**config.mk**
```make
export PLATFORM = sky130hd
export DESIGN_NAME = wb_port_arbiter_flat
export DESIGN_NICKNAME = d
export VERILOG_FILES = /design/src/rtl/wb_port_arbiter_pkg.sv /design/src/rtl/wb_port_arbiter_if.sv /design/src/rtl/wb_port_arbiter_rr_pick.sv /design/src/rtl/wb_port_arbiter.sv /design/src/flat_wrapper.sv
export SDC_FILE = /design/constraint.sdc
export NUM_CORES = 1
export LEC_CHECK = 0
export ABC_CLOCK_PERIOD_IN_PS = 1800
export CORE_MARGIN = 8
export CORE_UTILIZATION = 38
export CTS_CLUSTER_SIZE = 10
export DETAILED_ROUTE_END_ITERATION = 7
export HOLD_SLACK_MARGIN = 0.03
export PLACE_DENSITY = 0.83
export SETUP_SLACK_MARGIN = 0.4
export SYNTH_ARGS = -nofsm -noshare
export SYNTH_HDL_FRONTEND = slang
export SYNTH_SLANG_ARGS = --single-unit
```
**constraint.sdc**
```tcl
create_clock -name clk -period 1.8 [get_ports clk]
set_input_delay 0.45 -clock clk [delete_from_list [all_inputs] [get_ports clk]]
set_output_delay 0.45 -clock clk [all_outputs]
set_load 0.01 [all_outputs]
```
**src/rtl/wb_port_arbiter_pkg.sv**
```systemverilog
`default_nettype none
// ============================================================================
// Module      : wb_port_arbiter_pkg
// Description : Shared widths, encodings and pointer type for the write-back
//               port arbiter.
// Revision    : 1.0 - initial release
// ============================================================================
package wb_port_arbiter_pkg;

    localparam int ADDR_W = 5;
    localparam int DATA_W = 32;

    localparam logic [4:0] ZERO_REG = 5'd0;

    localparam logic SEL_A = 1'b0;
    localparam logic SEL_B = 1'b1;

    // PREF_A means B won last, so A wins the next tie.
    typedef enum logic [0:0] {
        PREF_A = 1'b0,
        PREF_B = 1'b1
    } rr_ptr_t;

endpackage : wb_port_arbiter_pkg
`default_nettype wire

```
**src/rtl/wb_port_arbiter_if.sv**
```systemverilog
`default_nettype none
// ============================================================================
// Module      : wb_port_arbiter_if
// Description : Requester handshakes and register-file write port bundle.
// Revision    : 1.0 - initial release
// ============================================================================
interface wb_port_arbiter_if #(
    parameter int ADDR_W = wb_port_arbiter_pkg::ADDR_W,
    parameter int DATA_W = wb_port_arbiter_pkg::DATA_W
);
    logic              req_a;
    logic [ADDR_W-1:0] dest_a;
    logic [DATA_W-1:0] data_a;
    logic              grant_a;

    logic              req_b;
    logic [ADDR_W-1:0] dest_b;
    logic [DATA_W-1:0] data_b;
    logic              grant_b;

    logic              rf_we;
    logic [ADDR_W-1:0] rf_waddr;
    logic [DATA_W-1:0] rf_wdata;
    logic              rf_sel;

    modport master (
        output req_a, dest_a, data_a,
        output req_b, dest_b, data_b,
        input  grant_a, grant_b,
        input  rf_we, rf_waddr, rf_wdata, rf_sel
    );

    modport slave (
        input  req_a, dest_a, data_a,
        input  req_b, dest_b, data_b,
        output grant_a, grant_b,
        output rf_we, rf_waddr, rf_wdata, rf_sel
    );

endinterface : wb_port_arbiter_if
`default_nettype wire

```
**src/rtl/wb_port_arbiter_rr_pick.sv**
```systemverilog
`default_nettype none
// ============================================================================
// Module      : wb_rr_pick
// Description : Combinational two-way round-robin grant selection.
// Revision    : 1.0 - initial release
// ============================================================================
module wb_rr_pick
    import wb_port_arbiter_pkg::*;
(
    input  wire logic    i_rst,
    input  wire logic    i_stall,
    input  wire logic    i_req_a,
    input  wire logic    i_req_b,
    input  wire rr_ptr_t i_ptr,
    output logic         o_grant_a,
    output logic         o_grant_b
);

    logic w_enable;

    assign w_enable  = !i_rst && !i_stall;
    assign o_grant_a = w_enable && i_req_a && (!i_req_b || (i_ptr == PREF_A));
    assign o_grant_b = w_enable && i_req_b && (!i_req_a || (i_ptr == PREF_B));

endmodule : wb_rr_pick
`default_nettype wire

```
**src/rtl/wb_port_arbiter.sv**
```systemverilog
`default_nettype none
// ============================================================================
// Module      : wb_port_arbiter
// Description : Round-robin arbiter sharing one register-file write port
//               between the ALU path (A) and the multi-cycle unit (B).
// Revision    : 1.0 - initial release
// ============================================================================
module wb_port_arbiter
    import wb_port_arbiter_pkg::*;
#(
    parameter int ADDR_W = wb_port_arbiter_pkg::ADDR_W,
    parameter int DATA_W = wb_port_arbiter_pkg::DATA_W
) (
    input  wire logic        clk,
    input  wire logic        reset,
    input  wire logic        stall,
    wb_port_arbiter_if.slave bus
);

    rr_ptr_t           r_ptr;
    logic              r_we;
    logic [ADDR_W-1:0] r_waddr;
    logic [DATA_W-1:0] r_wdata;
    logic              r_sel;

    logic              w_grant_a;
    logic              w_grant_b;

    wb_rr_pick u_pick (
        .i_rst     (reset),
        .i_stall   (stall),
        .i_req_a   (bus.req_a),
        .i_req_b   (bus.req_b),
        .i_ptr     (r_ptr),
        .o_grant_a (w_grant_a),
        .o_grant_b (w_grant_b)
    );

    // A grant to $0 still moves the pointer but leaves the write port idle.
    always_ff @(posedge clk) begin
        if (reset) begin
            r_ptr   <= PREF_A;
            r_we    <= 1'b0;
            r_waddr <= '0;
            r_wdata <= '0;
            r_sel   <= SEL_A;
        end else begin
            r_we <= 1'b0;
            if (w_grant_a) begin
                r_ptr <= PREF_B;
                if (bus.dest_a != ADDR_W'(ZERO_REG)) begin
                    r_we    <= 1'b1;
                    r_waddr <= bus.dest_a;
                    r_wdata <= bus.data_a;
                    r_sel   <= SEL_A;
                end
            end else if (w_grant_b) begin
                r_ptr <= PREF_A;
                if (bus.dest_b != ADDR_W'(ZERO_REG)) begin
                    r_we    <= 1'b1;
                    r_waddr <= bus.dest_b;
                    r_wdata <= bus.data_b;
                    r_sel   <= SEL_B;
                end
            end
        end
    end

    assign bus.grant_a  = w_grant_a;
    assign bus.grant_b  = w_grant_b;
    assign bus.rf_we    = r_we;
    assign bus.rf_waddr = r_waddr;
    assign bus.rf_wdata = r_wdata;
    assign bus.rf_sel   = r_sel;

endmodule : wb_port_arbiter
`default_nettype wire

```
**src/flat_wrapper.sv**
```systemverilog
// flat-port wrapper written by rule: the top's interface ports become plain ports
module wb_port_arbiter_flat import wb_port_arbiter_pkg::*;
#(
    parameter int ADDR_W = wb_port_arbiter_pkg::ADDR_W,
    parameter int DATA_W = wb_port_arbiter_pkg::DATA_W
)
  (clk, reset, stall, bus_req_a, bus_dest_a, bus_data_a, bus_req_b, bus_dest_b, bus_data_b, bus_grant_a, bus_grant_b, bus_rf_we, bus_rf_waddr, bus_rf_wdata, bus_rf_sel);
  wb_port_arbiter_if #(.ADDR_W(ADDR_W), .DATA_W(DATA_W)) bus_i ();
  input  wire logic clk;
  input  wire logic reset;
  input  wire logic stall;
  input wire logic [$bits(bus_i.req_a)-1:0] bus_req_a;
  input wire logic [$bits(bus_i.dest_a)-1:0] bus_dest_a;
  input wire logic [$bits(bus_i.data_a)-1:0] bus_data_a;
  input wire logic [$bits(bus_i.req_b)-1:0] bus_req_b;
  input wire logic [$bits(bus_i.dest_b)-1:0] bus_dest_b;
  input wire logic [$bits(bus_i.data_b)-1:0] bus_data_b;
  output wire logic [$bits(bus_i.grant_a)-1:0] bus_grant_a;
  output wire logic [$bits(bus_i.grant_b)-1:0] bus_grant_b;
  output wire logic [$bits(bus_i.rf_we)-1:0] bus_rf_we;
  output wire logic [$bits(bus_i.rf_waddr)-1:0] bus_rf_waddr;
  output wire logic [$bits(bus_i.rf_wdata)-1:0] bus_rf_wdata;
  output wire logic [$bits(bus_i.rf_sel)-1:0] bus_rf_sel;
  assign bus_i.req_a = bus_req_a;
  assign bus_i.dest_a = bus_dest_a;
  assign bus_i.data_a = bus_data_a;
  assign bus_i.req_b = bus_req_b;
  assign bus_i.dest_b = bus_dest_b;
  assign bus_i.data_b = bus_data_b;
  assign bus_grant_a = bus_i.grant_a;
  assign bus_grant_b = bus_i.grant_b;
  assign bus_rf_we = bus_i.rf_we;
  assign bus_rf_waddr = bus_i.rf_waddr;
  assign bus_rf_wdata = bus_i.rf_wdata;
  assign bus_rf_sel = bus_i.rf_sel;
  wb_port_arbiter #(.ADDR_W(ADDR_W), .DATA_W(DATA_W)) u_core (.clk(clk), .reset(reset), .stall(stall), .bus(bus_i));
endmodule
```
==> flow_summary.json <==
{
  "grt_usage_pct": 24.8,
  "core_area_mm2": 0.00544,
  "vias": 2684,
  "timing.final.crit_share_pct": 94.6,
  "yosys.area.top_type_share_pct": 37.7,
  "wirelength_mm": 11.9,
  "yosys.area_share.simple_pct": 3.06,
  "first_pass_iters": 4,
  "yosysMostFrequentCell": "dfxtp_1",
  "slew_violations": 0,
  "ios": 120,
  "hpwl_mm": 5.34,
  "use_met2_pct": 43.3,
  "cts_inserted_buffers": 5,
  "crit_fanout": 11,
  "num_rows": 27,
  "netlist_instances": 198,
  "antenna_left": 0,
  "insertion_delay_ns": 0.30,
  "drive_above_1_share_pct": 52.7,
  "setup-tns-final_ns": 0,
  "path_class": "in2reg",
  "p_leak_nw": 1.93,
  "place_congestion": 0.768,
  "fin_skew_ns": 0.0123,
  "use_met3_pct": 6.65,
  "crit_path_start_kind": "input port",
  "synth_ff_type": "dfxtp_1",
  "grt_antenna_before_repair": 1,
  "gr-usage-met1_pct": 27.5,
  "drc": 0,
  "wl_per_cell_um": 27.7,
  "synth_cell_type_count": 20,
  "initial_core_util_pct": 39.1,
  "syn-cell-area_mm2": 0.00213,
  "synth-seq-cells": 40,
  "grt_max_degree": 28,
  "hold_viol_final": 0,
  "drt-vias-per-instance": 6.26,
  "max-slew-margin-rel_pct": 70.1,
  "hold_class": "reg2reg",
  "dpl_cell_area_mm2": 0.00346,
  "cts_max_level": 2,
  "synth_fa_ha_area_share_pct": 0,
  "finalSetupViolCount": 0,
  "outcome": "finished, final reports clean",
  "synth_top_family_by_area": "compound AO/OA/AOI/OAI gates",
  "grt.busiest_layer": "met2",
  "ys_async_sr_fraction_pct": 0,
  "final_cell_area_mm2": 0.00470,
  "synth_xor_area_share_pct": 0,
  "die_h_um": 90.8,
  "cp-end-kind": "flop",
  "syn_avg_cell_area_um2": 10.7,
  "fmax_ghz": 0.587,
  "synth-compound-area-share_pct": 34.8,
  "grt_pass1_vias": 2834,
  "synth_area_leaders": "dfxtp_1 38%, mux2i_1 17%, a221oi_1 15%",
  "fin_util_pct": 86.4,
  "cts_hold_buf": 0,
  "grt_pass1_wl_mm": 16.4,
  "drt_iter0_drc": 162,
  "post-route-min-period_ns": 1.70,
  "tightest_slew_ns": 0.448,
  "muxShareOfSynthArea_pct": 17.4,
  "rsz0062_at_grt": "true",
  "yosys-top-cells-count": "40 x dfxtp_1, 37 x a221oi_1, 37 x mux2i_1",
  "port_buffers": 119,
  "ys.warnings.count": 0,
  "cts_tree": "yes",
  "worst_ep_arrival_time_ns": 1.86,
  "vdd_drop_max_uv": 356,
  "synth_edf_count": 0,
  "final_nets": 433,
  "syn_nets": 277,
  "required_ns": 1.96,
  "syn_to_final_growth_pct": 121,
  "clk_pin_slew_worst_paths_ns": 0.08,
  "die_w_um": 90.8,
  "cts_root_buf": "clkbuf_8",
  "grt_overflow": 0,
  "yosysTopAreaCell": "dfxtp_1",
  "dieArea_mm2": 0.00824,
  "synth-seq-area-share_pct": 37.7,
  "clock_sinks": 40,
  "max_cap_viol_count": 0,
  "power_density_mw_per_mm2": 559,
  "fin_hold_ws_ns": 0.554,
  "cts_buffer_depth": 2
}
-- placed cells by master, fill, tap and decap left out, drive strengths merged, types with 4 or more instances in the layout --
cell / netlist / layout
a211oi: 37 / 37
clkdlybuf4s50: 0 / 64
mux2i: 37 / 37
a221oi: 37 / 37
nor2: 4 / 4
dfxtp: 40 / 40
clkbuf: 14 / 31
dlygate4sd2: 0 / 11
buf: 14 / 61
clkdlybuf4s15: 0 / 15
-- per-stage QoR --
stage | power, mW | instances | worst slack [ns]
finish | 2.63 | 429 | 0.0965
global route | 2.71 | 428 | 0.0829
CTS | 2.50 | 419 | 0.135
detailed placement | 1.68 | 379 | -0.609
global placement | 1.67 | 379 | -0.573
floorplan | 1.31 | 198 | 0.158
-- final cells by class --
type / count / area [um2]
inverter: 1 / 6.26
sequential: 40 / 805
multi-input combinational: 129 / 1620
timing repair buffer: 177 / 2080
fill: 262 / 739
antenna: 2 / 5.00
tap: 72 / 90.1
clock buffer: 6 / 82.6
clock inverter: 2 / 10.0
-- report_power, final --
| group | switching (mW) | internal [mW] | leakage (nW) |
|---|---|---|---|
| Combinational | 0.412 | 0.569 | 1.55 |
| Clock | 0.335 | 0.306 | 0.0510 |
| Sequential | 0.0553 | 0.951 | 0.329 |
| Total | 0.803 | 1.83 | 1.93 |
-- flip-flops by register name (all words and copies together), names as in the netlist --
signal and flops:
u_core.bus.rf_waddr 5, u_core.bus.rf_sel 1, u_core.bus.rf_wdata 32, u_core.bus.rf_we 1
u_core.r_ptr 1
-- repair_timing --
action,4_1_cts,5_1_grt
pin swaps,49,35
buffers inserted,18,6
gates cloned,14,2
endpoints found under the setup margin,80,73
gates resized for setup,167,81
-- logic make-up (layout without fill, tap and decap cells) --
logic type,after synthesis,after routing
DFF,40,40
muxes,37,37
other,0,2
buffers and inverters,29,186
and+or+nand+nor,13,13
AOI/OAI and AO/OA,79,79
-- final timing paths --
path,startpoint,end,slack [ns],cells past startpoint
worst max-delay path,bus_dest_b[2],u_core.bus.rf_waddr[3]$_SDFFE_PP0P_,0.1,7
worst min-delay path,u_core.bus.rf_wdata[18]$_SDFFE_PP0P_,u_core.bus.rf_wdata[18]$_SDFFE_PP0P_,0.55,2
worst max register to register,u_core.r_ptr$_SDFFE_PP0P_,u_core.bus.rf_wdata[27]$_SDFFE_PP0P_,0.11,6
worst min register to register,u_core.bus.rf_wdata[18]$_SDFFE_PP0P_,u_core.bus.rf_wdata[18]$_SDFFE_PP0P_,0.55,2
-- worst max-delay path, stage by stage --
cell,delay [ns]
clkdlybuf4s15_1,0.23
nor3_4,0.24
nand2_2,0.12
buf_4,0.17
buf_4,0.19
a221oi_1,0.34
a211oi_1,0.12
-- per-layer routing --
layer  vias up  part of all wire, %
met3        45                  8.3
met2       184                   50
met4         0                  4.5
li1       1133                    -
met5         -                    0
met1      1322                   37
Note: power is estimated with default switching activity, not from simulation.
